--- config.mk ---
export PLATFORM = sky130hd
export DESIGN_NAME = draw_ball
export DESIGN_NICKNAME = d
export VERILOG_FILES = /design/src/rtl/draw_ball.sv
export SDC_FILE = /design/constraint.sdc
export NUM_CORES = 1
export LEC_CHECK = 0
export ABC_AREA = 1
export CAP_MARGIN = 30
export CORE_UTILIZATION = 37
export DETAILED_ROUTE_END_ITERATION = 6
export GPL_TIMING_DRIVEN = 0
export HOLD_SLACK_MARGIN = 0.1
export SLEW_MARGIN = 20
export SYNTH_ARGS = -nofsm -noshare
export SYNTH_HDL_FRONTEND = slang
export SYNTH_SLANG_ARGS = --single-unit
--- constraint.sdc ---
create_clock -name pclk -period 5.52 [get_ports pclk]
set_clock_uncertainty 0.2 [all_clocks]
set_input_delay 0.828 -clock pclk [delete_from_list [all_inputs] [get_ports pclk]]
set_output_delay 0.828 -clock pclk [all_outputs]
set_load 0.01 [all_outputs]
--- src/rtl/draw_ball.sv ---
// draw_ball: overlays a filled circular ball on the background pixel stream.
// The ball position and visibility are latched once per frame, on the rising
// edge of vertical blanking. Every output has a fixed 3-cycle latency.
module draw_ball #(
  parameter int unsigned      RADIUS     = 32,
  parameter logic [11:0]      BALL_COLOR = 12'hFF0
) (
  input  logic        pclk,
  input  logic        rst,
  input  logic [10:0] hcount_in,
  input  logic        hsync_in,
  input  logic        hblnk_in,
  input  logic [10:0] vcount_in,
  input  logic        vsync_in,
  input  logic        vblnk_in,
  input  logic [11:0] rgb_in,
  input  logic [10:0] xpos_in,
  input  logic [10:0] ypos_in,
  input  logic        ball_en_in,
  output logic [10:0] hcount_out,
  output logic        hsync_out,
  output logic        hblnk_out,
  output logic [10:0] vcount_out,
  output logic        vsync_out,
  output logic        vblnk_out,
  output logic [11:0] rgb_out
);

  localparam logic [23:0] R2 = 24'(RADIUS * RADIUS);

  // Timing bundle packed as {hcount, hsync, hblnk, vcount, vsync, vblnk}
  localparam int unsigned TW = 26;

  // Frame latch state
  logic        vblnk_prev_q;
  logic [10:0] x_q, x_d;
  logic [10:0] y_q, y_d;
  logic        en_q, en_d;

  // Stage 1
  logic [TW-1:0]      tim1_q, tim1_d;
  logic [11:0]        rgb1_q;
  logic signed [11:0] dx1_q, dx1_d;
  logic signed [11:0] dy1_q, dy1_d;
  logic               blank1_q, blank1_d;
  logic               en1_q;

  // Stage 2
  logic [TW-1:0]      tim2_q;
  logic [11:0]        rgb2_q;
  logic [22:0]        dx2_q, dx2_d;
  logic [22:0]        dy2_q, dy2_d;
  logic               blank2_q;
  logic               en2_q;

  // Stage 3 (outputs)
  logic [TW-1:0]      tim3_q;
  logic [11:0]        rgb3_q, rgb3_d;

  logic signed [22:0] dx_ext;
  logic signed [22:0] dy_ext;
  logic [23:0]        dist2;
  logic               hit;

  // Frame latch next-state: capture requested position on vblnk rising edge
  always_comb begin
    x_d  = x_q;
    y_d  = y_q;
    en_d = en_q;
    if (vblnk_in && !vblnk_prev_q) begin
      x_d  = xpos_in;
      y_d  = ypos_in;
      en_d = ball_en_in;
    end
  end

  // Frame latch registers
  always_ff @(posedge pclk or negedge rst) begin
    if (!rst) begin
      vblnk_prev_q <= 1'b0;
      x_q          <= '0;
      y_q          <= '0;
      en_q         <= 1'b0;
    end else begin
      vblnk_prev_q <= vblnk_in;
      x_q          <= x_d;
      y_q          <= y_d;
      en_q         <= en_d;
    end
  end

  // Stage 1 datapath: signed offsets from the latched centre
  always_comb begin
    tim1_d   = {hcount_in, hsync_in, hblnk_in, vcount_in, vsync_in, vblnk_in};
    dx1_d    = $signed({1'b0, hcount_in}) - $signed({1'b0, x_q});
    dy1_d    = $signed({1'b0, vcount_in}) - $signed({1'b0, y_q});
    blank1_d = hblnk_in | vblnk_in;
  end

  // Stage 2 datapath: squares; 23 bits hold 2047^2 exactly
  always_comb begin
    dx_ext = 23'(dx1_q);
    dy_ext = 23'(dy1_q);
    dx2_d  = $unsigned(dx_ext * dx_ext);
    dy2_d  = $unsigned(dy_ext * dy_ext);
  end

  // Stage 3 datapath: inclusive radius test and compositing
  always_comb begin
    dist2  = {1'b0, dx2_q} + {1'b0, dy2_q};
    hit    = en2_q & ~blank2_q & (dist2 <= R2);
    rgb3_d = hit ? BALL_COLOR : rgb2_q;
  end

  // Pipeline registers; timing and rgb travel alongside the arithmetic
  always_ff @(posedge pclk or negedge rst) begin
    if (!rst) begin
      tim1_q   <= '0;
      rgb1_q   <= '0;
      dx1_q    <= '0;
      dy1_q    <= '0;
      blank1_q <= 1'b0;
      en1_q    <= 1'b0;
      tim2_q   <= '0;
      rgb2_q   <= '0;
      dx2_q    <= '0;
      dy2_q    <= '0;
      blank2_q <= 1'b0;
      en2_q    <= 1'b0;
      tim3_q   <= '0;
      rgb3_q   <= '0;
    end else begin
      tim1_q   <= tim1_d;
      rgb1_q   <= rgb_in;
      dx1_q    <= dx1_d;
      dy1_q    <= dy1_d;
      blank1_q <= blank1_d;
      en1_q    <= en_q;
      tim2_q   <= tim1_q;
      rgb2_q   <= rgb1_q;
      dx2_q    <= dx2_d;
      dy2_q    <= dy2_d;
      blank2_q <= blank1_q;
      en2_q    <= en1_q;
      tim3_q   <= tim2_q;
      rgb3_q   <= rgb3_d;
    end
  end

  assign {hcount_out, hsync_out, hblnk_out, vcount_out, vsync_out, vblnk_out} = tim3_q;
  assign rgb_out = rgb3_q;

endmodule

==> summary.md, run 1 <==
| Metric | Value |
|---|---|
| Commonest cells post-synth | 499 x inv_1, 325 x nand2_1, 237 x fa_1, 209 x dfrtp_1, 155 x ha_1 |
| Worst setup startpoint | dy1_q[7] |
| Vias in the first global route | 12.8k |
| Core Region | approximately 46000 um^2 |
| Cell mode on critical path | fa_1 |
| Critical path arrival | approximately 5.6 ns |
| Max Cap Viol | 0 |
| Antenna viol nets, final | 0 |
| CP max stage cell | fa_1 |
| Routability congestion estimate | 0.871 |
| Top_reg_cell synth | dfrtp_1 |
| Post-synthesis cell count | 1843 |
| Final Instance Count excl. Fillers | 2600 |
| Worst flop-to-flop path startpoint | dy1_q[7] |
| GRT Resource Usage Total | ~16% |
| Clk sink count | between 200 and 250 |
| CP max stage delay | 0.58 ns |
| Synth Warn # | 0 |
| Die height | 219 um |
| Detailed Routing Iterations Pass 1 | 5 |
| Synthesis-stage register bit count | 209 |
| Type of origin of the critical path | flip-flop |
| Setup ws final | about 0.21 ns |
| Slew Limit Fails | 0 |
| Worst Setup End Kind | flip-flop |
| Final hold slack | 0.138 ns |
| Dpl hpwl | 29.5 mm |
| Worst-margin pin slew | between 0.4 and 0.5 ns |
| Routed wire length per instance | approximately 14 um |
| Share of cells above drive strength 1 | 6.07% |
| Maximum fanout along the worst path | 10 |
| CP required | 5.77 ns |
| Nets | about 2.4k |
| DRC | 0 |
| Vias per Instance | 4.58 |
| Worst-path clk slew | 0.06 ns |
| Synthesis-to-finish area growth | 17.0% |
| Share of Yosys cell area claimed by the top area cell type | 30.0% |
| First-pass GRT wire length | slightly above 60 mm |
| Largest delay share family, worst path | adder cells |
| Die X | 219 um |
| Antenna violations before repair | 0 |
| Grt ovf | 0 |
| Antenna Diode Count | 0 |
| Min-Delay Startpoint | rgb1_q[11] |
| Number of port buffers | 100 |
| CP cell instances | clkbuf_4, nand2_1, fa_1, inv_1, fa_1, fa_1, fa_1, inv_1, fa_1, inv_1, ha_2, nand2_1, nor2_1, nand2_1, o211ai_1, buf_4, nand3_1, nand2_1, xor2_1 |
| Site row count | 79 |
| Io pins | 101 |
| DRT iter0 DRCs | 452 |
| Total CTS buffers | 24 |
| Clock Tree Buf Depth | 3 |
| Most used standard cell by instance count after synthesis | inv_1 |
| Synth area leader | dfrtp_1 |
| Final Setup Violations | 0 |
| Synth unique cells | 39 |
| Hold Crit Class | reg2reg |
| Post-synth EDFFs | 0 |
| Inst Count DP | 2552 |
| Largest cells by area after synthesis | dfrtp_1 30%, fa_1 27%, ha_1 11% |
| Syn nets | 2298 |
| Min cycle time layout | 5.31 ns |
| H-tree depth | 1 |
| DRT Wirelength | 35.9 mm |
| Mean Syn Cell Area | 9.45 um^2 |
| Die area | 47900 um^2 |
| Synth Cell Area | 17400 um^2 |
| CTS Root Buffer Type | clkbuf_16 |
| Max_slew headroom | 66.9% |
| Place WS | -0.509 ns |
| Pin count of the biggest net entering global routing | 98 |
| Ys async rst share | 100% |
| Setup TNS Final | 0 ns |
| Via count | 11.9k |
| Initial Utilization | between 30% and 40% |
| Clock latency on the worst-skew pair | 0.53 ns |
| CTS tree | built |
| Sequential fraction of the synthesis area | 30.0% |
| Fillers | roughly 4.4k |
| CP bufs+invs | 5 |
| Status | complete, no violations |
| Tcrit/Tclk final | 96.3% |
| CP Class | reg2reg |
| Hold Violations, Final | 0 |
| Fmax | 0.188 GHz |
[cells in the final DEF, fill, tap and decap left out, drive strengths merged]
cell / n
a211oi: 1
clkinvlp: 1
inv: 501
dlygate4sd3: 1
o21a: 1
a21boi: 2
or2: 4
nand2: 326
o21ai: 32
a21o: 4
nand3: 36
o2111ai: 2
nor3: 4
xor2: 42
mux2: 3
nor3b: 1
a221oi: 1
a31o: 1
o31ai: 2
nand3b: 8
nor2: 83
bufinv: 4
nand4: 10
fa: 237
ha: 155
buf: 24
a31oi: 5
xnor2: 35
o211ai: 1
and2: 3
o21bai: 5
a21oi: 98
clkinv: 4
dfrtp: 209
o311ai: 1
clkdlybuf4s50: 99
nor4: 2
clkbuf: 45
[through the flow]
step	instance area, um^2	util (%)
after global placement	19200	41.3
after CTS	20100	43.4
after global routing	20400	43.9
after floorplan	17400	-
after detailed placement	19200	41.4
final	20400	43.9
[flip-flops by register name, indices dropped and copies added (netlist names), 12 cells and up]
name	flops
rgb1_q	12
tim3_q	26
dy1_q	12
tim2_q	26
dx1_q	12
dy2_q	22
dx2_q	22
rgb2_q	12
tim1_q	26
rgb_out	12
[timing repair]
item	in CTS	in global routing
cloned	0	0
hold buffers	1	0
pin swaps	1	4
endpoints found under the setup margin	15	14
resized for setup	36	80
hold endpoints to repair	43	0
setup buffers	1	6
[routing by layer]
metal  vias up  global-route usage, %  wire (um)  share of wire (%)
met1      5871                   20.5      15400                 43
li1       5729                      -          -                  -
met2       278                   26.7      17200                 48
met3        42                   3.44       2490                6.9
met5         -                      0          0                  0
met4         0                   4.61        822                2.3
[path summary, 6_finish.rpt]
kind / end / slack (ns) / cells after the start
hold / removal: rgb2_q[11] / 0.14 / 0
hold reg to reg: rgb2_q[11] / 0.14 / 0
setup / recovery: dy2_q[16] / 0.21 / 19
min in group asynchronous: tim2_q[18] / 0.57 / 2
max in group asynchronous: dy1_q[7] / 3.41 / 4
setup reg to reg: dy2_q[16] / 0.21 / 19
[kinds of logic after synthesis]
kind of cell / after synthesis / share of synthesized area [%]
AO/OA/AOI/OAI: 156 / 4.88
XOR/XNOR: 77 / 3.87
adder cells (fa/ha/maj): 392 / 38.4
buffers and inverters: 529 / 11.4
flip-flops: 209 / 30.0
multiplexers: 3 / 0.194
AND/OR/NAND/NOR: 477 / 11.2
[area by class of cell]
class                   count  area [um^2]  share of cell area, %
multi-input cells        1105        10300                   50.7
flip-flops and latches    209         5250                   25.8
inverters                 500         1880                   9.22
repair buffers            110         1120                   5.51
well taps                 607          759                   3.73
clock buffers              33          676                   3.32
plain buffers              26          184                  0.903
clock inverters            10          174                  0.854
Power of run 1 is left out: the tool's default activity adds up to more than one toggle a clock period on the data nets, which glitch-free logic cannot reach.
==> run 2: changes to the inputs <==
Settings changed: CORE_UTILIZATION 37 to 55, PLACE_DENSITY from default to 0.77, SKIP_CTS_REPAIR_TIMING from default to 1.
==> summary.md, run 2 (synthesis gave the netlist of run 1 again) <==
| Metric | Value |
|---|---|
| Status | complete, no violations |
| Dpl hpwl | 28.3 mm |
| Worst setup startpoint | dy1_q[2] |
| First-pass GRT wire length | 60.5 mm |
| Final Instance Count excl. Fillers | approximately 2.4k |
| Critical path arrival | 5.56 ns |
| Antenna viol nets, final | 0 |
| Tcrit/Tclk final | 97.4% |
| CP cell instances | buf_4, nand2_2, inv_1, fa_1, fa_1, inv_1, fa_1, inv_1, fa_1, inv_1, fa_1, inv_1, ha_1, a21oi_1, inv_1, nor2_2, o21ai_2, a21boi_1, o21ai_0, xor2_1 |
| Hold Crit Class | reg2reg |
| Detailed Routing Iterations Pass 1 | 5 |
| Min cycle time layout | 5.38 ns |
| Die X | approximately 180 um |
| Initial Utilization | between 50% and 60% |
| Vias per Instance | 5.09 |
| Pin count of the biggest net entering global routing | 103 |
| Most frequent cells in the layout | 497 x inv_1, 322 x nand2_1, 236 x fa_1 |
| Final Setup Violations | 0 |
| Inst Count DP | 2341 |
| Clock latency on the worst-skew pair | 0.51 ns |
| Cell mode on critical path | inv_1 |
| Type of origin of the critical path | flip-flop |
| Min-Delay Startpoint | rgb1_q[0] |
| Die area | 32400 um^2 |
| Die height | 180 um |
| Worst flop-to-flop path startpoint | dy1_q[2] |
| Worst-path clk slew | 0.06 ns |
| Hold Violations, Final | 0 |
| Grt ovf | 0 |
| CP max stage delay | 0.56 ns |
| CTS tree | built |
| Setup ws final | 0.143 ns |
| Slew Limit Fails | 0 |
| Routed wire length per instance | between 10 and 15 um |
| Design Area, Final | 20000 um^2 |
| RSZ-0062 raised after global routing | yes |
| Number of port buffers | 100 |
| Via count | roughly 12k |
| Clock Tree Buf Depth | 3 |
| CP max stage cell | fa_1 |
| Share of cells above drive strength 1 | 6.46% |
| Antenna violations before repair | 0 |
| Core Region | 30800 um^2 |
| Synthesis-to-finish area growth | 15.0% |
| Total CTS buffers | 22 |
| Worst-margin pin slew | between 0.4 and 0.5 ns |
| CP required | 5.70 ns |
| Top Registers | tim1_q (26), tim2_q (26), tim3_q (26) |
| GRT Resource Usage Total | 23.1% |
| Fmax | 0.186 GHz |
| Leading cell type in the layout, fill and taps excluded | inv_1 |
| DRC | 0 |
| Largest delay share family, worst path | adder cells |
| CP bufs+invs | 7 |
| Site row count | between 60 and 70 |
| CTS Root Buffer Type | clkbuf_16 |
| Placed inst area | about 19000 um^2 |
| Nets | 2437 |
| DRT iter0 DRCs | ~640 |
| Io pins | 101 |
| Maximum fanout along the worst path | 10 |
| Worst Setup End Kind | flip-flop |
| Routability congestion estimate | 0.890 |
| Place WS | -0.552 ns |
| Antenna Diode Count | 0 |
| Fillers | 2247 |
| Vias in the first global route | roughly 13k |
| Max_slew headroom | between 60% and 70% |
| CP Class | reg2reg |
| Clk sink count | 209 |
| DRT Wirelength | about 35 mm |
| H-tree depth | 1 |
| Final Util | 64.9% |
| Max Cap Viol | 0 |
[run 2: final timing paths]
path | end | slack (ns) | cells past startpoint
max reg2reg | dy2_q[17] | 0.14 | 20
max | dy2_q[17] | 0.14 | 20
min reg2reg | rgb2_q[0] | 0.14 | 0
min in group asynchronous | tim1_q[17] | 0.59 | 2
max in group asynchronous | dy1_q[4] | 3.41 | 4
min | rgb2_q[0] | 0.14 | 0
[run 2: per-layer routing]
| metal | vias to the layer above | global-route usage, % | routed length (um) | part of all wire, % |
|---|---|---|---|---|
| li1 | 5733 | - | - | - |
| met3 | 56 | 5.02 | 2700 | 7.7 |
| met4 | 0 | 4.59 | 617 | 1.7 |
| met5 | - | 0 | 0 | 0 |
| met2 | 369 | 40.0 | 17500 | 50 |
| met1 | 6028 | 29.9 | 14400 | 41 |
[run 2: per-stage QoR]
step | TNS [ns] | hold WS [ns]
4_1_cts | -3.40 | -0.0124
2_1_floorplan | 0 | 0.131
3_3_place_gp | -983.99 | 0.131
5_1_grt | -0.196 | 0.152
6_report | 0 | 0.144
3_5_place_dp | -2.83 | 0.135
[run 2: cell type report]
class	count	area (um^2)	area share [%]
clock buffer	30	652	3.26
buffer	29	199	0.994
multi-input combinational	1105	10300	51.5
tap	396	495	2.48
timing repair buffer	115	1160	5.80
sequential	209	5250	26.2
clock inverter	10	76.3	0.381
inverter	500	1880	9.42
Power of run 2 is left out for the same reason.
==> run 3: changes to the inputs <==
Settings changed: CORE_MARGIN from default to 2.
==> summary.md, run 3 (synthesis gave the netlist of run 1 again) <==
| Metric | Value |
|---|---|
| Status | complete, no violations |
| Clk sink count | 209 |
| CP cell instances | buf_8, buf_4, nor2_1, fa_1, fa_1, fa_1, fa_1, inv_1, fa_1, inv_1, ha_1, nand2_1, nor2_2, nand2_2, o211ai_1, buf_4, a21oi_2, o21ai_2, xor2_1 |
| Worst Setup End Kind | flip-flop |
| CTS tree | built |
| Min cycle time layout | 5.39 ns |
| Die height | 182 um |
| Leading cell type in the layout, fill and taps excluded | inv_1 |
| Total CTS buffers | 22 |
| Worst-path clk slew | 0.07 ns |
| Final Setup Violations | 0 |
| Worst-margin pin slew | 0.730 ns |
| Worst-case reg-to-reg path depth | 19 |
| CP bufs+invs | 5 |
| Site row count | 65 |
| Routability congestion estimate | 0.872 |
| Hold Crit Class | in2async |
| CP Class | reg2reg |
| Antenna Diode Count | 0 |
| Die area | 33100 um^2 |
| Detailed Routing Iterations Pass 1 | 5 |
| DRT Wirelength | 36.4 mm |
| First-pass GRT wire length | 60.2 mm |
| Dpl hpwl | 29.0 mm |
| Maximum fanout along the worst path | 9 |
| Inst Count DP | 2346 |
| Clock Tree Buf Depth | 3 |
| CP max stage delay | between 0.5 and 0.6 ns |
| Pin count of the biggest net entering global routing | approximately 110 |
| Routed wire length per instance | between 15 and 20 um |
| Final Instance Count excl. Fillers | around 2.4k |
| Largest delay share family, worst path | adder cells |
| Crit path depth | 19 |
| Die X | between 150 and 200 um |
| H-tree depth | 1 |
| Final Util | 64.1% |
| Tcrit/Tclk final | 97.7% |
| Synthesis-to-finish area growth | 15.5% |
| Max Cap Viol | 0 |
| Nets | between 2k and 2.5k |
| CP required | 5.73 ns |
| Vias per Instance | 5.12 |
| DRT iter0 DRCs | 821 |
| DRC | 0 |
| Io pins | just over 100 |
| Grt ovf | 0 |
| Final hold slack | 0.142 ns |
| Type of origin of the critical path | flip-flop |
| Top Registers | tim1_q (26), tim2_q (26), tim3_q (26) |
| Via count | 12.3k |
| Share of cells above drive strength 1 | approximately 6.9% |
| RSZ-0062 raised after global routing | yes |
| Vias in the first global route | 13.0k |
| Max_slew headroom | 51.3% |
| Antenna viol nets, final | 0 |
| Cell mode on critical path | fa_1 |
| Most frequent cells in the layout | 497 x inv_1, 322 x nand2_1, 234 x fa_1 |
| Initial Utilization | 55.5% |
| Critical path arrival | around 5.6 ns |
| Design Area, Final | 20100 um^2 |
| Hold Violations, Final | 0 |
| Slew Limit Fails | 0 |
| CTS Root Buffer Type | clkbuf_16 |
| GRT Resource Usage Total | 22.6% |
| Placed inst area | 18900 um^2 |
| CP max stage cell | fa_1 |
| Antenna violations before repair | 0 |
| Core Region | ~31000 um^2 |
| Clock latency on the worst-skew pair | 0.50 ns |
| Number of port buffers | 100 |
| Fmax | 0.185 GHz |
run 3: changes by cell type in the layout (fill, tap and decap cells not counted), moves of 2 or more:
| cell | change |
|---|---|
| a21boi_1 | -2 |
| a21boi_2 | +2 |
| buf_4 | +3 |
| bufinv_16 | +2 |
| clkbuf_8 | -2 |
| clkinvlp_4 | -2 |
| fa_1 | -2 |
| fa_2 | +2 |
| ha_1 | -2 |
| ha_4 | +2 |
run 3: routing by layer:
metal | track usage [%] | up-vias | wire [um]
met5 | 0 | - | 0
met4 | 6.45 | 0 | 944
met3 | 4.97 | 73 | 2880
met2 | 38.3 | 395 | 17900
met1 | 29.5 | 6068 | 14800
li1 | - | 5751 | -
run 3: final cells by class:
type / count / area, um^2
Tap cell: 402 / 503
Timing Repair Buffer: 118 / 1160
Buffer: 29 / 210
Fill cell: 2413 / 11300
Clock buffer: 29 / 628
Inverter: 500 / 1880
Sequential cell: 209 / 5250
Clock inverter: 10 / 115
Multi-Input combinational cell: 1105 / 10400
run 3: worst register-to-register path, cell delays in order, from the launching register on:
cell and delay [ns]:
dfrtp_2 0.49, buf_8 0.18, buf_4 0.13, nor2_1 0.12
fa_1 0.46, fa_1 0.54, fa_1 0.52, fa_1 0.55
inv_1 0.06, fa_1 0.52, inv_1 0.04, ha_1 0.34
nand2_1 0.10, nor2_2 0.12, nand2_2 0.10, o211ai_1 0.18
buf_4 0.16, a21oi_2 0.09, o21ai_2 0.20, xor2_1 0.21
run 3: worst paths after layout:
path | slack, ns | endpoint | start
setup / recovery | 0.13 | dy2_q[20] | dy1_q[2]
hold / removal | 0.14 | dx1_q[3] | rst
setup reg to reg | 0.13 | dy2_q[20] | dy1_q[2]
hold reg to reg | 0.14 | tim2_q[21] | tim1_q[21]
max in group asynchronous | 3.95 | dy1_q[1] | rst
min in group pclk | 0.14 | tim2_q[21] | tim1_q[21]
run 3: stage by stage:
step,setup TNS (ns),setup WS (ns)
3_3_place_gp,-984.85,-4.73
4_1_cts,-3.04,-0.499
3_5_place_dp,-2.67,-0.480
2_1_floorplan,0,0.410
6_report,0,0.128
5_1_grt,-0.0964,-0.0432
Power of run 3 is left out for the same reason.
